**src/rtl/decoder_pkg.sv**
```systemverilog
// Shared decode helpers for the registered one-hot decoders.
// Vectors are sized for the widest legal index (6 bits -> 64 outputs); callers size-cast.
package decoder_pkg;

  localparam int DEC_N_DEFAULT = 3;
  localparam int DEC_N_MAX     = 6;
  localparam int DEC_W_MAX     = 1 << DEC_N_MAX;

  // Compare-per-bit rather than a shift: an unknown idx yields zero, never X.
  function automatic logic [DEC_W_MAX-1:0] onehot_dec(input logic [DEC_N_MAX-1:0] idx,
                                                       input logic                 en);
    logic [DEC_W_MAX-1:0] r;
    r = '0;
    if (en) begin
      for (int i = 0; i < DEC_W_MAX; i++) begin
        if (idx == i[DEC_N_MAX-1:0]) r[i] = 1'b1;
      end
    end
    return r;
  endfunction

  function automatic logic is_onehot0(input logic [DEC_W_MAX-1:0] vec);
    return (vec & (vec - 1'b1)) == '0;
  endfunction

endpackage

```
**src/rtl/decoder_core.sv**
```systemverilog
// Combinational, X-safe N-to-2^N one-hot decode; all-zero when ena is low.
// Zero latency, no backpressure.
module decoder_core
  import decoder_pkg::*;
#(
  parameter int N = DEC_N_DEFAULT
) (
  input  logic            ena_i,
  input  logic [N-1:0]    n_i,
  output logic [2**N-1:0] dec_o
);

  localparam int W = 2 ** N;

  always_comb begin
    dec_o = W'(onehot_dec(DEC_N_MAX'(n_i), ena_i));
  end

endmodule

```
**src/rtl/decoder3_ena.sv**
```systemverilog
// Registered one-hot decoder with enable; 1-cycle latency, new index every cycle, no handshake.
// DECODER3_ENA_CHECK_EN adds a sticky chk_err self-check on the output register.
module decoder3_ena
  import decoder_pkg::*;
#(
  parameter int N = DEC_N_DEFAULT  // legal 1..6
) (
  input  logic            clk,
  input  logic            rst,
  input  logic            ena,
  input  logic [N-1:0]    n,
  output logic [2**N-1:0] d,
  output logic            vld
`ifdef DECODER3_ENA_CHECK_EN
  ,
  output logic            chk_err
`endif
);

  localparam int W = 2 ** N;

  logic [W-1:0] d_d;
  logic [W-1:0] d_q;
  logic         vld_q;

  decoder_core #(.N(N)) u_core (
    .ena_i (ena),
    .n_i   (n),
    .dec_o (d_d)
  );

  always_ff @(posedge clk) begin
    if (rst) begin
      d_q   <= '0;
      vld_q <= 1'b0;
    end else begin
      d_q   <= d_d;
      vld_q <= ena;
    end
  end

  assign d   = d_q;
  assign vld = vld_q;

`ifdef DECODER3_ENA_CHECK_EN
  logic chk_err_d;
  logic chk_err_q;

  // Flags a corrupted output register: multi-hot, or d disagreeing with vld.
  always_comb begin
    chk_err_d = chk_err_q
              | ~is_onehot0(DEC_W_MAX'(d_q))
              | (vld_q && (d_q == '0))
              | (!vld_q && (d_q != '0));
  end

  always_ff @(posedge clk) begin
    if (rst) chk_err_q <= 1'b0;
    else     chk_err_q <= chk_err_d;
  end

  assign chk_err = chk_err_q;
`endif

endmodule

```
**config.mk**
```make
export PLATFORM = sky130hd
export DESIGN_NAME = decoder3_ena
export DESIGN_NICKNAME = d
export VERILOG_FILES = /design/src/rtl/decoder_pkg.sv /design/src/rtl/decoder_core.sv /design/src/rtl/decoder3_ena.sv
export SDC_FILE = /design/constraint.sdc
export NUM_CORES = 1
export LEC_CHECK = 0
export ABC_AREA = 0
export BUFFER_PORTS_ARGS = -buffer_cell sky130_fd_sc_hd__buf_2
export CAP_MARGIN = 20
export CORE_AREA = 2 2 39 41
export DETAILED_ROUTE_END_ITERATION = 16
export DIE_AREA = 0 0 41 43
export GPL_ROUTABILITY_DRIVEN = 0
export HOLD_SLACK_MARGIN = 0.03
export PLACE_DENSITY = 0.46
export SETUP_SLACK_MARGIN = 0.1
export SLEW_MARGIN = 15
export SYNTH_ARGS = -nofsm -noshare
export SYNTH_HDL_FRONTEND = slang
export SYNTH_SLANG_ARGS = --single-unit
```
**constraint.sdc**
```tcl
create_clock -name clk -period 1.71 [get_ports clk]
set_clock_uncertainty 0.05 [all_clocks]
set_input_delay 0.2565 -clock clk [delete_from_list [all_inputs] [get_ports clk]]
set_output_delay 0.2565 -clock clk [all_outputs]
set_load 0.02 [all_outputs]
```
---- After elaboration in Yosys (flattened, before gate mapping) ----
Index checks and enable logic that the tools add are counted.
storage, ports and cells
  register bits ........................... 9
  input bits .............................. 6
  output and inout port bits .............. 9
  word-level logic and storage cells ...... 20
cells by class
  equality and inequality tests ........... 7
  mux-type cells .......................... 8
  bitwise operators ....................... 1
  reduce and logical (&&, ||, !) cells .... 2
operator list
  kind                                                                    count
  3-bit equality test (second input constant)                             4
  1-bit two-way mux                                                       8
  3-bit by 2-bit equality test with 1-bit output (second input constant)  2
  3-bit by 1-bit equality test with 1-bit output (second input constant)  1
  3-bit logical NOT                                                       1
  2-bit OR reduction                                                      1
  1-bit NOT                                                               1

---- Logic depth before layout (Yosys ltp) ----
  depth in word-level cells ............... 2
  depth in mapped cells ................... 2
  depth with buffers taken out ............ 2

---- Hierarchy ----
A second synthesis with hierarchy kept.
unflattened totals
  cell total of the unflattened synthesis .. 26
  area total of the unflattened synthesis .. 331.6 um^2
modules (own cells, without submodules)
  module        times used  cells an instance  area an instance (um^2)  seq. area each (um^2)
  decoder3_ena  1           18                 236.5                    180.2
  decoder_core  1           8                  95.1                     0.0

---- Least setup slack after synthesis ----
OpenSTA, ideal clock, no wires.
  kind .................................... input to register
  from .................................... input port n[2]
  to ...................................... register d_q[0], in the netlist d[0]
  library setup time ...................... 73 ps
  arrival ................................. 741 ps
  required time ........................... 1587 ps
  setup slack ............................. 846 ps
  cell stages on the path ................. 2
  path buffers ............................ 0
  path through ............................ or3b_4 > nor3_2
on the way
  cells in the longest elaborated chain, start to end .. 2
RTL lines
  what                    RTL line            RTL
  start: declaration      decoder3_ena.sv:11  input logic [N-1:0] n,
  3-bit logical NOT       decoder_pkg.sv:16   if (idx == i[DEC_N_MAX-1:0]) r[i] = 1'b1;
  1-bit two-way mux       decoder_pkg.sv:16
  end signal: assignment  decoder3_ena.sv:34  d_q <= '0;
  end signal: assignment  decoder3_ena.sv:37  d_q <= d_d;
  end: declaration        decoder3_ena.sv:23  logic [W-1:0] d_q;
No other way between the ends.
A chain may end at the register's enable or synchronous reset.

---- Final worst setup path ----
  from .................................... register vld_q, in the netlist vld
  to ...................................... output port vld
RTL lines
  what                      RTL line            RTL
  start: declaration        decoder3_ena.sv:24  logic vld_q;
  start signal: assignment  decoder3_ena.sv:38  vld_q <= ena;
  end: declaration          decoder3_ena.sv:13  output logic vld
No word-level cell between the ends.

==> out/results.ini <==
[yosys]
syn_inst=23
synth.avg_cell_area_um2=11.3
synthTopCellsByCount=9 x dfxtp_1, 6 x nor2_1, 2 x nand2b_1
ys_types=9
ys_seq_area_share_pct=69.6
yosysTopAreaCell=dfxtp_1
synth_edf_count=0
synth_flop_cell=dfxtp_1
ys_ff_latch=9
synthTopCellsByArea=dfxtp_1 70%, nor2_1 8.7%, nand2b_1 4.8%
yosys_warnings=0
async_reset_ff_share_pct=0
netlist.area_leader.share_pct=69.6
yosysMostFrequentCell=dfxtp_1
syn-num-nets=29
synth_area_um2=259

[clocking]
cts_hold_buf=0
cts_resized=0
cts_max_level=1
clk_path_buf_depth=2
cts_tree=done
post-cts-setup-buffers=0
cts_root_buf=clkbuf_4
clock-sinks=9
cts_buffers=3
path_clk_slew_ps=60

[timing]
period_needed_ps=1020
worstMarginPinSlew_ps=174
setup_viol=0
slew_headroom_pct=88.4
finalHoldViolations=0
clock.fmax_ghz=0.977
post-route-period-util_pct=59.9
grt_setup_unrepaired=false
drv_slew=0
fin_tns_setup_ps=0

[detailed_routing]
antenna_left=0
drt_iter0_markers=0
dr.pass1.iters=1
wl_per_cell_um=8.21
routed_via_density=3.68
drc=0
via_count=210
finalWirelength_um=468

[worst_setup_path]
cp_top_family=flip-flops
worstSetupPathType=reg -> out
cpPeakStageDelay_ps=310
crit_chain=buf_2
cp-end-kind=output port
arrival_ps=720
cp_max_fo=1
required_ps=1400
startpoint_type=flop
crit_buf_inv=1
slowest_stage=dfxtp_1

[global_routing]
antenna_found_initial=0
grt_pass1_vias=208
grt_start_max_net_pins=6
track_usage_pct=7.27
gr-total-overflow=0
grt_first_pass_wirelength_um=779

[power_and_ir_drop]
swShare_pct=22.1
power_density_mw_per_mm2=1080
p_switching_w=0.0000895
p_seq_share_pct=53.0
ir_drop_mv=0.246
clock_power_share_pct=39.9
p_total_w=0.000405
p_leak_nw=0.181
combPwrFrac_pct=7.1
p_int_w=0.000316

[finish]
drive_above_1_share_pct=46.3
num_antenna_cells=0
area_delta_synth_final_pct=44.9
fin_nets=48
fin_util_pct=27.1
layout.cells.non_filler=57

[flow_run]
cap_viol_max_count=0

[floorplan]
core-area_mm2=0.00138
die_y_um=43
start_util_pct=18.7
io_pins=15
rows=14
dieArea_mm2=0.00176
die_x_um=41

[placement]
place_hpwl_um=361
portBuffers=14
dp.cells=53

[worst_hold_path]
hold_path.class=in -> reg

[status]
run_status=finished, final reports clean

-- worst paths after layout --
path / startpoint / end / slack [ps] / cells past startpoint
min: rst / vld / 130 / 2
max: vld / vld / 690 / 1
-- sequential cells by signal, summed over array words and instances (netlist names) --
register  flops
d             8
vld           1
-- stage by stage --
| stage | instance area (µm²) | worst slack (ps) | hold slack, ps |
|---|---|---|---|
| after global placement | 349 | 699 | 394 |
| after CTS | 375 | 666 | 111 |
| after global routing | 375 | 644 | 121 |
| after detailed placement | 349 | 700 | 394 |
| after floorplan | 259 | 846 | 276 |
| final | 375 | 686 | 127 |
-- metal layers --
| layer | global-route usage (%) | vias up | part of all wire (%) |
|---|---|---|---|
| met5 | 0 | - | 0 |
| met3 | 3.14 | 0 | 12 |
| met4 | 10.0 | 0 | 0 |
| met2 | 8.75 | 9 | 49 |
| li1 | - | 108 | - |
| met1 | 7.52 | 93 | 39 |
-- layout make-up --
class	instances	area, µm²
fill	157	1010
sequential	9	180
multi-input combinational	14	78.8
timing repair buffer	14	70.1
clock buffer	4	26.3
tap	16	20.0
-- power by group through the flow --
stage / registers (W) / logic (W) / clock network (W)
3_3_place_gp: 0.000220 / 0.0000294 / 0
3_5_place_dp: 0.000220 / 0.0000291 / 0
6_report: 0.000215 / 0.0000289 / 0.000162
5_1_grt: 0.000215 / 0.0000323 / 0.000181
2_1_floorplan: 0.000225 / 0.00000889 / 0
4_1_cts: 0.000215 / 0.0000292 / 0.000171
-- cell families after synthesis --
kind of cell  Yosys count  share of synthesized area (%)
flops                   9                           69.6
simple gates           14                           30.4
-- layout by cell type, fill, tap and decap left out --
cell type and count:
nor3_2 1, clkbuf_1 1, nor3_1 1, clkbuf_4 3, nand3b_1 1, nand2_1 1, buf_2 14, nor2b_1 1
nor2_1 6, nand2b_1 2, or3b_4 1, dfxtp_1 9
(Power assumes the default switching activity.)
